===== src/rtl/my_mem_pkg.sv =====
// Shared definitions for the parity memory initiator and the memory model.
package my_mem_pkg;

  localparam int DATA_W  = 8;
  localparam int WORD_W  = 9;
  localparam int PAR_BIT = 8;

  typedef enum logic [2:0] {
    IDLE     = 3'd0,
    WR_PULSE = 3'd1,
    WR_GAP   = 3'd2,
    RD_WAIT  = 3'd3,
    RD_GAP   = 3'd4,
    RESP     = 3'd5
  } state_e;

  // Parity bit that gives the stored 9-bit word an even number of ones.
  function automatic logic even_parity(input logic [DATA_W-1:0] d);
    return ^d;
  endfunction

endpackage


===== src/rtl/my_mem_lat_counter.sv =====
// Read latency counter: load starts the count at 1, enable advances it and
// it parks on the terminal value so tc_o stays high until the next load.
module my_mem_lat_counter #(
  parameter int READ_LATENCY = 8,
  parameter int CNT_LW       = $clog2(READ_LATENCY + 1)
) (
  input  logic clk_i,
  input  logic rst_i,
  input  logic load_i,
  input  logic en_i,
  output logic tc_o
);

  localparam logic [CNT_LW-1:0] TC_VAL  = CNT_LW'(READ_LATENCY);
  localparam logic [CNT_LW-1:0] ONE_VAL = CNT_LW'(1);

  logic [CNT_LW-1:0] count_q;
  logic [CNT_LW-1:0] count_d;

  assign tc_o = (count_q == TC_VAL);

  // Next count: load wins, otherwise step while enabled and not yet terminal.
  always_comb begin
    count_d = count_q;
    if (load_i) begin
      count_d = ONE_VAL;
    end else if (en_i && !tc_o) begin
      count_d = count_q + ONE_VAL;
    end
  end

  // Count register, cleared by reset.
  always_ff @(posedge clk_i) begin
    if (rst_i) begin
      count_q <= '0;
    end else begin
      count_q <= count_d;
    end
  end

endmodule


===== src/rtl/my_mem_initiator.sv =====
// Bus initiator for the parity memory model: converts a valid/ready command
// stream into write pulses / read levels and returns checked read data.
module my_mem_initiator
  import my_mem_pkg::*;
#(
  parameter int ADDR_W       = 16,
  parameter int READ_LATENCY = 8,
  parameter int CNT_W        = 16
) (
  input  logic                pclk,
  input  logic                reset,
  input  logic                req_valid,
  output logic                req_ready,
  input  logic                req_write,
  input  logic [ADDR_W-1:0]   req_addr,
  input  logic [DATA_W-1:0]   req_wdata,
  output logic                rsp_valid,
  input  logic                rsp_ready,
  output logic [DATA_W-1:0]   rsp_rdata,
  output logic                rsp_perr,
  output logic [CNT_W-1:0]    perr_count,
  output logic                mem_write,
  output logic                mem_read,
  output logic [ADDR_W-1:0]   mem_address,
  output logic [DATA_W-1:0]   mem_data_in,
  input  logic [WORD_W-1:0]   mem_data_out
);

  state_e              state_q;
  logic                req_ready_q;
  logic                rsp_valid_q;
  logic [DATA_W-1:0]   rsp_rdata_q;
  logic                rsp_perr_q;
  logic [CNT_W-1:0]    perr_count_q;
  logic                mem_write_q;
  logic                mem_read_q;
  logic [ADDR_W-1:0]   mem_address_q;
  logic [DATA_W-1:0]   mem_data_in_q;

  logic accept;
  logic lat_tc;
  logic word_perr;

  assign accept = (state_q == IDLE) && req_valid && req_ready_q;

  // Odd number of ones in the 9-bit word means the stored parity is wrong.
  assign word_perr = mem_data_out[PAR_BIT] ^ even_parity(mem_data_out[DATA_W-1:0]);

  my_mem_lat_counter #(
    .READ_LATENCY (READ_LATENCY)
  ) u_lat (
    .clk_i  (pclk),
    .rst_i  (reset),
    .load_i (accept && !req_write),
    .en_i   (state_q == RD_WAIT),
    .tc_o   (lat_tc)
  );

  // Command FSM with all bus-facing outputs registered.
  always_ff @(posedge pclk) begin
    if (reset) begin
      state_q       <= IDLE;
      req_ready_q   <= 1'b1;
      rsp_valid_q   <= 1'b0;
      rsp_rdata_q   <= '0;
      rsp_perr_q    <= 1'b0;
      perr_count_q  <= '0;
      mem_write_q   <= 1'b0;
      mem_read_q    <= 1'b0;
      mem_address_q <= '0;
      mem_data_in_q <= '0;
    end else begin
      case (state_q)
        IDLE: begin
          if (accept) begin
            req_ready_q   <= 1'b0;
            mem_address_q <= req_addr;
            mem_data_in_q <= req_wdata;
            if (req_write) begin
              mem_write_q <= 1'b1;
              state_q     <= WR_PULSE;
            end else begin
              mem_read_q  <= 1'b1;
              state_q     <= RD_WAIT;
            end
          end
        end
        WR_PULSE: begin
          // Memory is edge triggered: guarantee a low cycle before the next write.
          mem_write_q <= 1'b0;
          state_q     <= WR_GAP;
        end
        WR_GAP: begin
          req_ready_q <= 1'b1;
          state_q     <= IDLE;
        end
        RD_WAIT: begin
          if (lat_tc) begin
            rsp_rdata_q <= mem_data_out[DATA_W-1:0];
            rsp_perr_q  <= word_perr;
            if (word_perr && (perr_count_q != {CNT_W{1'b1}})) begin
              perr_count_q <= perr_count_q + 1'b1;
            end
            mem_read_q <= 1'b0;
            state_q    <= RD_GAP;
          end
        end
        RD_GAP: begin
          rsp_valid_q <= 1'b1;
          state_q     <= RESP;
        end
        RESP: begin
          if (rsp_ready) begin
            rsp_valid_q <= 1'b0;
            req_ready_q <= 1'b1;
            state_q     <= IDLE;
          end
        end
        default: begin
          state_q     <= IDLE;
          req_ready_q <= 1'b1;
          rsp_valid_q <= 1'b0;
          mem_write_q <= 1'b0;
          mem_read_q  <= 1'b0;
        end
      endcase
    end
  end

  assign req_ready   = req_ready_q;
  assign rsp_valid   = rsp_valid_q;
  assign rsp_rdata   = rsp_rdata_q;
  assign rsp_perr    = rsp_perr_q;
  assign perr_count  = perr_count_q;
  assign mem_write   = mem_write_q;
  assign mem_read    = mem_read_q;
  assign mem_address = mem_address_q;
  assign mem_data_in = mem_data_in_q;

endmodule


===== config.mk =====
export PLATFORM = sky130hd
export DESIGN_NAME = my_mem_initiator
export DESIGN_NICKNAME = d
export VERILOG_FILES = /design/src/rtl/my_mem_pkg.sv /design/src/rtl/my_mem_lat_counter.sv /design/src/rtl/my_mem_initiator.sv
export SDC_FILE = /design/constraint.sdc
export NUM_CORES = 1
export LEC_CHECK = 0
export ABC_AREA = 0
export CAP_MARGIN = 15
export CORE_MARGIN = 1
export CORE_UTILIZATION = 40
export DETAILED_ROUTE_END_ITERATION = 7
export MAX_ROUTING_LAYER = met4
export PLACE_DENSITY = 0.71
export RECOVER_POWER = 100
export SYNTH_ARGS = -nofsm -noshare
export SYNTH_HDL_FRONTEND = slang
export SYNTH_HIERARCHICAL = 1
export SYNTH_SLANG_ARGS = --single-unit

===== constraint.sdc =====
create_clock -name pclk -period 5.7 [get_ports pclk]
set_clock_uncertainty 0.2 [all_clocks]
set_input_delay 1.14 -clock pclk [delete_from_list [all_inputs] [get_ports pclk]]
set_output_delay 1.14 -clock pclk [all_outputs]
set_load 0.05 [all_outputs]

==> flow_summary.toml <==
[detailed_routing]
drc = 5
post_drt_via_cell_ratio = 5.30
detail_route.wirelength_mm = 6.81
drtAntennaViolNets = 0
first_iter_violations = 188
drt-wirelength-per-cell_um = 13.5
vias = 2669
drt_pass1_iterations = 8

[logic_synthesis]
synthCells = 336
synth_cell_types = 46
synth_top_cell_area_share_pct = 44.0
synth-seq-cells = 60
synth_flop_cell = "dfxtp_1"
library_cell_with_the_highest_instance_count_after_synthesis = "nand2_1"
synthDominantAreaCellType = "dfxtp_1"
yosys-top-cells-count = "nand2_1 (80), dfxtp_1 (60), a21oi_1 (48), clkbuf_1 (15), nor2_1 (14)"
netlist_area_um2 = 2730
syn_nets = 377
synth-warning-count = 6
synth_edf_count = 0
asyncSetResetFlopFracSynth_pct = 0
netlist_top_cells_area = "dfxtp_1 (44%), nand2_1 (11%), a21oi_1 (8.8%), nor4_1 (2.3%), nand3_1 (2.2%)"
proportion_of_synthesized_chip_area_in_sequential_cells_pct = 44.0
synth.avg_cell_area_um2 = 8.12

[sta]
achievable-frequency_mhz = 267
relative_slew_slack_pct = 43.1
slew_worst_pin_ps = 854
finalSetupViolCount = 0
fin_tns_setup_ps = 0
timing_max_transition_violations_final = 0
timing.final.crit_share_pct = 65.8
finalHoldViolations = 0
unrepaired_setup_endpoints_after_global_routing = "false"
setup_slack_ps = 1950
fin_crit_ps = 3750

[grt]
global_route_wire_length_before_repair_mm = 11.3
grt_overflow_total = 0
grt_util_all_layers_pct = 20.2
grt_start_max_net_pins = 67
vias_in_the_first_global_route = 2490
number_of_antenna_violations_at_the_first_check_in_global_routing = 0

[placement]
buffer_ports.inserted = 90
post_place_setup_slack_ps = 1990
place.detailed.hpwl_mm = 4.55
gp_congestion = 0.886

[power_and_ir_drop]
power.density_nw_per_um2 = 361
p_leak_nw = 1.48
ir_drop_v = 0.000241
fin_total_pwr_mw = 1.40

[die]
die_height_um = 84.6
num_rows = 29
placeableCoreArea_um2 = 6460
die_area_um2 = 7150
ioPinCount = 91
chipWidth_um = 84.6
start_util_pct = 42.2

[setup_path]
worst_setup_path_category = "input pin to flop"
critical_path_launch_point_type = "input pin"
cp_slowest_stage_delay_ps = 560
crit_required_ps = 5720
critPathSlowestCell = "dlygate4sd3_1"
critPathMaxFanout = 22
worst_ep_arrival_time_ps = 3770
critical_path.endpoint_type = "flop"
cp_cell_sequence = "dlygate4sd3_1 > xnor2_1 > xnor3_1 > xor2_1 > clkbuf_1 > nor4_1 > mux2_1"

[finish]
final_layout_size_suffix_gt1_share_pct = 5.62
antennaDiodeCount = 0
areaGrowthSynthToFinish_pct = 42.0
design.final.nets = 463

[clocking]
numCtsBuffers = 9
count_of_instances_resized_after_the_clock_tree_is_built = 0
insertion_delay_ps = 330
tritoncts = "done"
cts_hold_repair.buffers = 0
cts_num_sinks = 60
cts_post_setup_buffers_inserted = 0
clk_pin_slew_ps = 70
cts.root.buffer_cell = "clkbuf_8"
max_root_sink_buffers = 2
ctsHtreeMaxLevel = 3

[worst_hold_path]
hold_path_class = "flop to flop"

[run_status]
failed_checks = "design-rule violations"
run_status = "complete, but fails checks"

[flow_run]
number_of_max_capacitance_violations_reported = 0
==> worst paths after layout <==
kind | depth (start not counted) | endpoint | slack, ps | startpoint
worst max-delay path | 7 | perr_count[11] | 1950 | mem_data_out[3]
worst min-delay path | 2 | rsp_rdata[0] | 250 | rsp_rdata[0]
worst max register to register | 9 | perr_count[13] | 2560 | u_lat/count_q[0]
worst min register to register | 2 | rsp_rdata[0] | 250 | rsp_rdata[0]
==> layout make-up <==
type | count | area, µm²
Fill cell | 585 | 2580
Multi-Input combinational cell | 252 | 1420
Sequential cell | 60 | 1200
Timing Repair Buffer | 93 | 915
Clock buffer | 9 | 124
Tap cell | 77 | 96.3
Clock inverter | 7 | 91.3
Inverter | 6 | 22.5
==> registers in the layout, summed over array words and instances, names as in the netlist <==
signal / count
mem_address: 16
perr_count: 16
mem_data_in: 8
rsp_rdata: 8
u_lat/count_q: 4
state_q: 3
mem_read: 1
mem_write: 1
req_ready: 1
rsp_perr: 1
rsp_valid: 1
==> per-stage QoR <==
step / hold WS [ps] / std cells / area (µm²) / util (%)
after floorplan: 271 / 336 / 2730 / -
after global placement: 241 / 488 / 3670 / 56.9
after detailed placement: 247 / 488 / 3670 / 56.9
after CTS: 257 / 504 / 3890 / 60.2
after global routing: 276 / 504 / 3870 / 60.0
final: 250 / 504 / 3870 / 60.0
==> worst max-delay path, delay by kind of cell <==
| kind | cells | cell delay, ps |
|---|---|---|
| xor gates and xnor gates | 3 | 820 |
| and+or+nand+nor | 1 | 470 |
| buffers and inverters | 2 | 950 |
| muxes | 1 | 370 |
==> logic make-up (layout without fill, tap and decap cells) <==
family / after synthesis / in the layout / share of synthesized area [%]
xor+xnor: 9 / 9 / 3.72
flops: 60 / 60 / 44.0
fa+ha+maj: 3 / 3 / 1.38
compound gates: 75 / 75 / 16.2
mux: 6 / 6 / 2.43
buf+inv: 24 / 115 / 3.62
simple gates: 159 / 159 / 28.6
==> layer usage <==
| metal | vias to the layer above | routed length (µm) | global-route usage (%) | part of all wire (%) |
|---|---|---|---|---|
| li1 | 1367 | - | - | - |
| met1 | 1195 | 2990 | 23.6 | 44 |
| met2 | 97 | 3210 | 32.2 | 47 |
| met3 | 10 | 519 | 7.47 | 7.6 |
| met4 | 0 | 93 | 6.47 | 1.4 |
| met5 | - | 0 | - | 0 |
==> power breakdown <==
part           leakage, nW  switching [mW]  internal [mW]  total (mW)
sequential           0.487          0.0491          0.471       0.520
clock                0.109           0.169          0.244       0.413
combinational        0.889           0.311          0.152       0.463
==> layout by cell type (no fill, tap or decap), types with 2 or more instances in the layout <==
cell,n
clkinv_2,3
nand2b_1,3
xnor2_1,4
o21ai_0,5
a21oi_1,48
nor4_1,9
buf_4,2
nand3b_1,2
a41oi_1,2
or4_1,8
xor2_1,3
nor2_1,14
a211oi_1,2
nand2_1,80
nor2b_1,8
clkdlybuf4s50_1,33
o21bai_1,2
nor3b_1,2
nand4_1,7
clkbuf_8,9
dfxtp_1,60
ha_1,3
bufinv_16,2
nor3_1,5
o31ai_1,6
and4_1,3
mux2_1,4
nand3_1,12
dlygate4sd3_1,56
a211o_1,2
inv_1,6
a31oi_1,2
Note: power is estimated with default switching activity, not from simulation.
